$ cat src/rtl/forward_hazard_unit.sv
// EX operand forwarding select and load-use stall generation for a 5-stage pipeline.
// Optional stall-cycle counter (port stall_count) is built only when HAZARD_STATS_EN is defined.
module forward_hazard_unit #(
    parameter int REG_BITS = 4,
    parameter int CNT_W    = 16
) (
    input  logic                clk,
    input  logic                rst_n,
    input  logic                id_valid,
    input  logic [REG_BITS-1:0] id_rs1,
    input  logic [REG_BITS-1:0] id_rs2,
    input  logic [REG_BITS-1:0] id_rd,
    input  logic                id_regWrite,
    input  logic                id_memRead,
    input  logic                flush,
    output logic [1:0]          fwdA,
    output logic [1:0]          fwdB,
    output logic                stall
`ifdef HAZARD_STATS_EN
    ,
    output logic [CNT_W-1:0]    stall_count
`endif
);

    typedef struct packed {
        logic                valid;
        logic [REG_BITS-1:0] rd;
        logic                reg_write;
        logic                mem_read;
    } meta_t;

    typedef enum logic {RUN, HOLD} state_t;

    meta_t  ex, mem, wb_unused;
    meta_t  id_meta;
    state_t state, state_next;
    logic   load_use;
    logic   accept;

    function automatic logic writes(input meta_t m, input logic [REG_BITS-1:0] r);
        return m.valid && m.reg_write && (m.rd == r) && (r != '0);
    endfunction

    // Newest producer wins: the instruction now in EX will be in MEM when the consumer executes.
    function automatic logic [1:0] fwd_sel(input logic [REG_BITS-1:0] r);
        if (writes(ex, r))
            return 2'b01;
        else if (writes(mem, r))
            return 2'b10;
        else
            return 2'b00;
    endfunction

    assign id_meta  = '{valid: 1'b1, rd: id_rd, reg_write: id_regWrite, mem_read: id_memRead};
    assign load_use = id_valid && ex.mem_read && (writes(ex, id_rs1) || writes(ex, id_rs2));
    assign stall    = rst_n && (state == RUN) && load_use && !flush;
    assign accept   = id_valid && !stall && !flush;

    always_comb begin
        state_next = state;
        case (state)
            RUN:     if (stall) state_next = HOLD;
            HOLD:    state_next = RUN;
            default: state_next = RUN;
        endcase
        if (flush)
            state_next = RUN;
    end

    always_ff @(posedge clk) begin
        if (!rst_n)
            state <= RUN;
        else
            state <= state_next;
    end

    // WB metadata is carried for completeness; nothing downstream of WB needs it.
    always_ff @(posedge clk) begin
        if (!rst_n) begin
            ex        <= '0;
            mem       <= '0;
            wb_unused <= '0;
            fwdA      <= 2'b00;
            fwdB      <= 2'b00;
        end else begin
            wb_unused <= mem;
            mem       <= ex;
            if (accept) begin
                ex   <= id_meta;
                fwdA <= fwd_sel(id_rs1);
                fwdB <= fwd_sel(id_rs2);
            end else begin
                ex   <= '0;
                fwdA <= 2'b00;
                fwdB <= 2'b00;
            end
        end
    end

`ifdef HAZARD_STATS_EN
    always_ff @(posedge clk) begin
        if (!rst_n)
            stall_count <= '0;
        else if (stall && (stall_count != {CNT_W{1'b1}}))
            stall_count <= stall_count + {{(CNT_W-1){1'b0}}, 1'b1};
    end
`endif

endmodule

$ cat config.mk
export PLATFORM = sky130hd
export DESIGN_NAME = forward_hazard_unit
export DESIGN_NICKNAME = d
export VERILOG_FILES = /design/src/rtl/forward_hazard_unit.sv
export SDC_FILE = /design/constraint.sdc
export NUM_CORES = 1
export LEC_CHECK = 0
export BUFFER_PORTS_ARGS = -buffer_cell sky130_fd_sc_hd__clkbuf_2
export CORE_MARGIN = 5
export CORE_UTILIZATION = 38
export CTS_CLUSTER_SIZE = 14
export DETAILED_ROUTE_END_ITERATION = 8
export HOLD_SLACK_MARGIN = 0.06
export PLACE_DENSITY_LB_ADDON = 0.2
export SKIP_CTS_REPAIR_TIMING = 1
export SYNTH_ARGS = -nofsm -noshare
export SYNTH_HDL_FRONTEND = slang
export SYNTH_SLANG_ARGS = --single-unit
$ cat constraint.sdc
create_clock -name clk -period 1.7 [get_ports clk]
set_input_delay 0.085 -clock clk [delete_from_list [all_inputs] [get_ports clk]]
set_output_delay 0.085 -clock clk [all_outputs]
set_load 0.005 [all_outputs]
==> run_results.csv, run 1 <==
group,metric,value,unit
grt,grt_pass1_vias,612,
synth,avgSynthCellArea,10.4,µm²
setup_path,cp.arrival,1610,ps
grt,grt_usage,0.110,
floorplanning,io_pins,23,
clock_tree,clk_latency,280,ps
flow_run,maxCapViolCount,0,
routing,dr_wl_met3,115,µm
pwr,ir_drop,0.500,mV
setup_path,slowest_stage,"or4_4",
pwr,clockPowerShare,0.315,
clock_tree,cts_tree,"yes",
timing,slew_headroom,0.735,
final_layout,diodes,0,
timing,fin_skew,2.33,ps
grt,antenna_found_initial,0,
floorplanning,core_area,2150,µm²
timing,holdWs,103,ps
final_layout,drive_above_1_share,0.408,
status,run_status,"completed",
clock_tree,clock-sinks,18,
place,place_inst,133,
routing,wire_per_inst,11.9,µm
timing,post-route-period-util,0.995,
routing,drtIter0Drc,19,
timing,rsz0062_at_grt,"true",
synth,yosys_warnings,0,
synth,async_reset_ff_frac,0,
final_layout,fillers,196,
setup_path,critical_path.max_fanout,5,
setup_path,crit_family,"simple AND/OR/NAND/NOR gates",
synth,synth_area_leaders,"dfxtp_1, xnor2_1, xor2_1, nor3_1, and2_1",
routing,vias,683,
timing,slew_viol_final,0,
final_layout,fin_nets,139,
clock_tree,clk_path_buf_depth,2,
grt,grt_overflow_total,0,
routing,wl,1750,µm
floorplanning,dieArea,3230,µm²
final_layout,final-instance-count-excl-fill,148,
pwr,p_leak,0.000515,µW
hold_path,hold_path_class,"input port to flip-flop",
synth,ys.flop_type,"dfxtp_1",
timing,final.setup.tns,0,ps
grt,grt_start_max_net_pins,11,
timing,period_needed,1690,ps
pwr,power_frac_comb,0.139,
final_layout,syn_to_final_growth,39.4,%
pwr,sw_frac_of_total,0.226,
synth,synth_top_area_share,0.433,
setup_path,start_kind,"flip-flop",
pwr,power.density,687,nW/µm²
routing,ant_nets,0,
synth,synth_edf_count,0,
routing,route.met2.wl,780,µm
floorplanning,die_h,56.8,µm
routing,dr.pass1.iters,3,
clock_tree,cts_buffers,3,
timing,clock.fmax,591,MHz
pwr,power.internal,617,µW
synth,synth_nets,98,
routing,dr.max_layer_used,"met4",
synth,ys_types,25,
synth,synth_area,832,µm²
floorplanning,row_count,17,
setup_path,critical_path_class,"flip-flop to output port",
synth,ys_ff_latch,18,
setup_path,cp_num_buf_inv,1,
timing,setup_violations,0,
synth,synth-seq-area-share,0.433,
routing,wl_met1,839,µm
synth,yosys.area.top_type,"dfxtp_1",
synth,synthCells,80,
setup_path,worstSetupEndpointType,"output port",
floorplanning,die_x,56.8,µm
synth,yosysMostFrequentCell,"dfxtp_1",
place,io_buffer_count,22,
pwr,p_total,797,µW
routing,vias_per_cell,4.61,
clock_tree,clk_pin_slew,90,ps
timing,worstMarginPinSlew,396,ps
setup_path,critPathMaxStageDelay,520,ps
synth,synthTopCellsByCount,"dfxtp_1, nor3_1, nand2_1, xnor2_1, xor2_1",
pwr,power.switching,180,µW
grt,grt_pass1_wl,2750,µm
pwr,seqPwrFrac,0.546,
timing,finalHoldViolCount,0,
floorplanning,start_util,0.387,
setup_path,critPathRequiredTime,1620,ps
setup_path,crit_chain,"or4_4 -> nand3_4 -> nor3_4 -> o21a_1 -> clkbuf_2",
routing,drc,0,
place,dp_hpwl,1390,µm
final_layout,fin_util,0.540,
clock_tree,cts_root_buf,"clkbuf_4",
clock_tree,cts_max_level,1,
place,place_congestion,0.803,
## power by group through the flow
stage / Combinational, µW / Sequential [µW] / Clock (µW)
2_1_floorplan: 47.7 / 445 / 0
3_3_place_gp: 87.0 / 446 / 0
3_5_place_dp: 89.2 / 446 / 0
4_1_cts: 89.6 / 436 / 262
5_1_grt: 122 / 436 / 281
6_report: 110 / 435 / 251
## per-stage QoR
stage               cell area, µm²  worst slack [ps]
floorplan                      832               327
global placement              1000               142
detailed placement            1000               115
CTS                           1040              -218
global route                  1160             -47.1
finish                        1160              8.41
## cells in the final DEF (no fill, tap or decap), types with 2 or more instances in the layout
cell,count
clkbuf_2,22
dfxtp_1,15
nor3_1,10
buf_4,9
xnor2_1,7
xor2_1,7
nand2_1,7
and2_1,6
dlygate4sd3_1,6
clkbuf_4,3
xnor2_2,2
o21a_1,2
nor4_1,2
nor2_1,2
a311oi_2,2
dfxtp_2,2
## path summary, 6_finish.rpt
path	end	from	slack, ps	cells past startpoint
setup reg to reg	fwdB[1]	ex[5]	120	6
hold reg to reg	mem[2]	ex[2]	510	1
setup / recovery	stall	ex[5]	8	5
hold / removal	mem[5]	rst_n	100	2
## routing by layer
layer	track usage	vias up
met3	0.0230	2
li1	-	364
met4	0.0497	0
met1	0.153	298
met2	0.160	19
met5	0	-
## area by class of cell
class,count,area [µm²],area share
multi-input combinational,60,480,0.414
sequential,18,367,0.316
timing repair buffer,37,238,0.205
clock buffer,4,36.3,0.0313
tap,28,35.0,0.0302
inverter,1,3.75,0.00324
## state kept, by name, summed over array words and instances (netlist names)
register / count
ex: 7
fwdA: 2
fwdB: 2
mem: 6
state: 1
## cells by family (layout without fill, tap and decap cells)
group	count (synthesis)	count (layout)	share of synthesized area
xor gates and xnor gates	16	16	0.186
buffers and inverters	2	42	0.0105
and+or+nand+nor	39	39	0.305
DFF	18	18	0.433
AOI/OAI and AO/OA	5	5	0.0647
(Power assumes the default switching activity.)
==> run 2, diff against run 1 <==
- ABC_AREA: unset -> 1
- CORE_UTILIZATION: 38 -> 35
==> run 2 against run 1 <==
Sequential share of layout area rose by 1.8 points. Clock-buffer cell count fell by 1. Area after synthesis increased by 3.5%. Final area down 6.9%. Maximum frequency up 10%. Non-clock buffer count fell by 9. First-iteration DRC count increased by 74%. Core utilization shrank 9.2 points. Combinational power down 17%. Via count up 22%.
==> run_results.csv, run 2 <==
group,metric,value,unit
synth,synthTopCellsByCount,"nand2_1, inv_1, nor2_1, dfxtp_1",
routing,vias,832,
floorplanning,core_area,2410,µm²
synth,synth_top_area_share,0.419,
clock_tree,clock-sinks,18,
synth,yosys_warnings,0,
grt,antenna_found_initial,0,
clock_tree,clk_latency,280,ps
timing,holdWs,105,ps
clock_tree,cts_tree,"yes",
status,run_status,"completed",
place,io_buffer_count,22,
final_layout,syn_to_final_growth,25.4,%
hold_path,hp-start,"rst_n",
setup_path,critPathRequiredTime,1620,ps
routing,drc,0,
timing,slew_viol_final,0,
pwr,power.density,671,nW/µm²
routing,dr.pass1.iters,4,
pwr,p_total,725,µW
final_layout,largest_register_ff_count,7,
timing,final.setup.tns,0,ps
routing,ant_nets,0,
place,dp_hpwl,1480,µm
final_layout,multiInputGateArea,354,µm²
grt,grt_start_max_net_pins,12,
synth,synth_edf_count,0,
synth,synth-seq-area-share,0.419,
setup_path,timing.rr.start,"ex[2]",
timing,period_needed,1540,ps
final_layout,regMostFlops,"ex",
synth,synthCells,138,
grt,grt_pass1_wl,3090,µm
final_layout,fin_nets,188,
clock_tree,cts_max_level,1,
final_layout,fillers,258,
pwr,p_leak,0.000643,µW
floorplanning,dieArea,3550,µm²
floorplanning,die_x,59.6,µm
routing,wl,1800,µm
floorplanning,start_util,0.357,
floorplanning,die_h,59.6,µm
final_layout,reg_top3,"ex: 7 flops, mem: 6 flops",
timing,post-route-period-util,0.903,
floorplanning,row_count,18,
final_layout,drive_above_1_share,0.173,
synth,ys_ff_latch,18,
setup_path,start_kind,"flip-flop",
synth,synth_area_leaders,"dfxtp_1, nand2_1, inv_1, nor2_1, xnor2_1",
routing,drtIter0Drc,33,
synth,ys_types,11,
routing,vias_per_cell,4.20,
synth,synth_nets,156,
timing,fin_skew,0.808,ps
setup_path,critical_path.max_fanout,4,
clock_tree,clk_pin_slew,90,ps
final_layout,final_cell_mix,"nand2_1, inv_1, clkbuf_2",
floorplanning,io_pins,23,
grt,grt_pass1_vias,741,
hold_path,hold_path_class,"input port to flip-flop",
grt,grt_overflow_total,0,
clock_tree,cts_buffers,3,
synth,async_reset_ff_frac,0,
synth,yosysMostFrequentCell,"nand2_1",
setup_path,worstSetupEndpointType,"output port",
flow_run,maxCapViolCount,0,
setup_path,critical_path_class,"flip-flop to output port",
synth,synth_area,861,µm²
final_layout,design_area,1080,µm²
routing,wire_per_inst,9.09,µm
timing,clock.fmax,651,MHz
timing,rsz0062_at_grt,"false",
pwr,ir_drop,0.443,mV
clock_tree,clk_path_buf_depth,2,
place,placed_area,997,µm²
final_layout,diodes,0,
setup_path,crit_start,"ex[2]",
timing,finalHoldViolCount,0,
synth,yosys.area.top_type,"dfxtp_1",
grt,grt_usage,0.119,
place,place_congestion,0.857,
clock_tree,cts_root_buf,"clkbuf_4",
timing,slew_headroom,0.846,
synth,ys.flop_type,"dfxtp_1",
timing,setup_violations,0,
final_layout,ff_latch_area,360,µm²
synth,avgSynthCellArea,6.24,µm²
final_layout,mostFrequentLayoutCell,"nand2_1",
setup_path,cp.arrival,1450,ps
timing,worstMarginPinSlew,231,ps
[run 2: changes by cell type in the layout (fill, tap and decap cells not counted), moves of 7 or more]
cell / change
inv_1: +35
buf_4: -9
xor2_1: -7
nor2_1: +17
nor3_1: -8
nand2_1: +41
[run 2: path summary, 6_finish.rpt]
path / depth (start not counted) / end / slack (ps)
worst max-delay path: 9 / stall / 160
worst min-delay path: 3 / mem[1] / 100
worst max register to register: 9 / fwdB[1] / 310
worst min register to register: 2 / mem[1] / 430
[run 2: cell type report]
| class | instances | share of cell area |
|---|---|---|
| flip-flops and latches | 18 | 0.334 |
| clock buffers | 3 | 0.0209 |
| well taps | 30 | 0.0348 |
| inverters | 36 | 0.125 |
| repair buffers | 28 | 0.158 |
| multi-input cells | 83 | 0.328 |
[run 2: report_power, final]
group / switching [µW] / internal [µW]
sequential: 4.77 / 429
clock: 118 / 82.3
combinational: 47.7 / 43.7
total: 170 / 555
[run 2: per-layer routing]
metal / share of wire / track usage / vias to the layer above
li1: - / - / 451
met1: 0.49 / 0.146 / 355
met2: 0.42 / 0.189 / 22
met3: 0.071 / 0.0349 / 4
met4: 0.016 / 0.0570 / 0
met5: 0 / 0 / -
[run 2: metrics by stage]
step                cells  setup WS [ps]  utilization
finish                198            165        0.448
CTS                   192            168        0.423
global route          198           5.00        0.448
detailed placement    189            335        0.414
floorplan             138            539            -
global placement      189            366        0.414
[run 2: critical path: stages (launching register included)]
cell and delay [ps]:
dfxtp_1 400, inv_1 70, nand2_1 70, nand2_1 50, nor2_1 100, nand3_1 140, nand2_1 100, nand2_2 70
inv_1 60, clkbuf_2 100
[run 2: kinds of logic (layout without fill, tap and decap cells)]
family	count (synthesis)	count (layout)	share of synthesized area
and+or+nand+nor	79	79	0.371
buffers and inverters	37	67	0.170
xor gates and xnor gates	4	4	0.0407
DFF	18	18	0.419
==> run 3, diff against run 2 <==
- ABC_AREA: 1 -> 0
==> run 3 against run 2 <==
Sequential cell count did not move. Register-to-register slack got worse by 130 ps. Critical path depth fell by 4. Via count fell by 18%. Final cell count fell by 27%. Die area fell by 2.8%. Non-clock buffer count rose by 7. Sequential power barely moved.
==> run_results.csv, run 3 (same netlist as run 1, synthesis figures left out) <==
group,metric,value,unit
status,run_status,"completed",
routing,vias_per_cell,4.69,
pwr,power_frac_comb,0.144,
grt,met2_usage,0.164,
place,place_congestion,0.771,
routing,dr.pass1.iters,3,
final_layout,reg_top3,"ex: 7 flops, mem: 6 flops",
timing,post-route-period-util,0.986,
clock_tree,clk_pin_slew,90,ps
timing,worstMarginPinSlew,371,ps
setup_path,start_kind,"flip-flop",
timing,finalHoldViolCount,0,
grt,grt_overflow_total,0,
timing,holdWs,99.1,ps
grt,grt_start_max_net_pins,11,
setup_path,critical_path_class,"flip-flop to output port",
routing,drtIter0Drc,8,
timing,slew_headroom,0.752,
setup_path,worstSetupEndpointType,"output port",
floorplanning,row_count,17,
clock_tree,clock-sinks,18,
routing,drc,0,
floorplanning,die_h,58.8,µm
timing,slew_viol_final,0,
pwr,power.switching,173,µW
routing,wire_per_inst,12.2,µm
setup_path,cp.arrival,1590,ps
grt,grt_usage,0.103,
floorplanning,dieArea,3450,µm²
routing,ant_nets,0,
grt,grtUsageMet1,0.131,
final_layout,final_cell_mix,"clkbuf_2, dfxtp_1, nor3_1",
timing,fin_skew,1.84,ps
setup_path,crit_chain,"or4_4 -> nand3_4 -> nor3_4 -> o21a_1 -> clkbuf_2",
final_layout,syn_to_final_growth,38.2,%
final_layout,drive_above_1_share,0.419,
timing,rsz0062_at_grt,"true",
timing,period_needed,1680,ps
pwr,sw_frac_of_total,0.235,
pwr,power.internal,566,µW
routing,vias,680,
place,dp_hpwl,1360,µm
grt,use_met3,0.0285,
timing,setup_violations,0,
setup_path,critPathMaxStageDelay,530,ps
pwr,seqPwrFrac,0.590,
pwr,clockPowerShare,0.266,
flow_run,maxCapViolCount,0,
clock_tree,cts_buffers,3,
grt,grt.busiest_layer,"met2",
final_layout,final-instance-count-excl-fill,145,
setup_path,slowest_stage,"or4_4",
routing,wl,1770,µm
clock_tree,cts_root_buf,"clkbuf_4",
clock_tree,clk_path_buf_depth,2,
floorplanning,die_x,58.8,µm
pwr,power.density,643,nW/µm²
final_layout,fin_util,0.515,
pwr,p_leak,0.000521,µW
place,place_inst,134,
clock_tree,cts_tree,"yes",
place,placed_area,1010,µm²
floorplanning,io_pins,23,
clock_tree,clk_latency,280,ps
final_layout,mostFrequentLayoutCell,"clkbuf_2",
final_layout,design_area,1150,µm²
final_layout,fin_nets,137,
hold_path,hold_path_class,"input port to flip-flop",
final_layout,regMostFlops,"ex",
place,io_buffer_count,22,
floorplanning,start_util,0.373,
timing,final.setup.tns,0,ps
grt,antenna_found_initial,0,
clock_tree,cts_max_level,1,
final_layout,largest_register_ff_count,7,
pwr,ir_drop,0.376,mV
timing,clock.fmax,596,MHz
setup_path,critPathRequiredTime,1620,ps
setup_path,critical_path.max_fanout,4,
grt,grt_pass1_vias,655,
floorplanning,core_area,2230,µm²
final_layout,diodes,0,
grt,grt_pass1_wl,2750,µm
-- run 3: changes by cell type in the layout (fill, tap and decap cells not counted), moves of 4 or more --
| cell | delta |
|---|---|
| nor3_1 | +8 |
| xor2_1 | +7 |
| nor2_1 | -17 |
| buf_4 | +7 |
| dfxtp_2 | +4 |
| nand2_1 | -41 |
| dfxtp_1 | -5 |
| inv_1 | -35 |
| and2_1 | +6 |
-- run 3: stage by stage --
step	total power (µW)	worst slack [ps]
final	740	23.5
after global routing	779	-60.8
after CTS	730	-181
after detailed placement	533	139
after global placement	532	220
after floorplan	493	327
-- run 3: worst paths after layout --
kind / from / end / slack [ps] / depth (start not counted)
worst max-delay path: ex[5] / stall / 20 / 5
worst min-delay path: rst_n / mem[6] / 100 / 2
worst max register to register: ex[5] / fwdA[1] / 180 / 5
worst min register to register: ex[2] / mem[2] / 510 / 1
-- run 3: metal layers --
layer | up-vias | wire length (µm)
li1 | 361 | -
met1 | 303 | 769
met2 | 14 | 874
met3 | 2 | 108
met4 | 0 | 13
met5 | - | 0
-- run 3: critical path: cells and delay by family, from the launching register on --
kind | cells | cell delay [ps]
and+or+nand+nor | 3 | 700
AOI/OAI and AO/OA | 1 | 160
buffers and inverters | 1 | 100
DFF | 1 | 360
-- run 3: layout make-up --
cell class | instances | area [µm²]
multi-input combinational | 60 | 497
fill | 212 | 1080
sequential | 18 | 369
clock buffer | 3 | 22.5
tap | 28 | 35.0
inverter | 1 | 3.75
timing repair buffer | 35 | 223
-- run 3: power groups by stage --
stage | combinational [µW] | clock, µW | sequential [µW]
2_1_floorplan | 47.7 | 0 | 445
3_3_place_gp | 86.7 | 0 | 446
3_5_place_dp | 86.8 | 0 | 446
4_1_cts | 87.4 | 206 | 436
5_1_grt | 118 | 223 | 438
6_report | 107 | 197 | 436
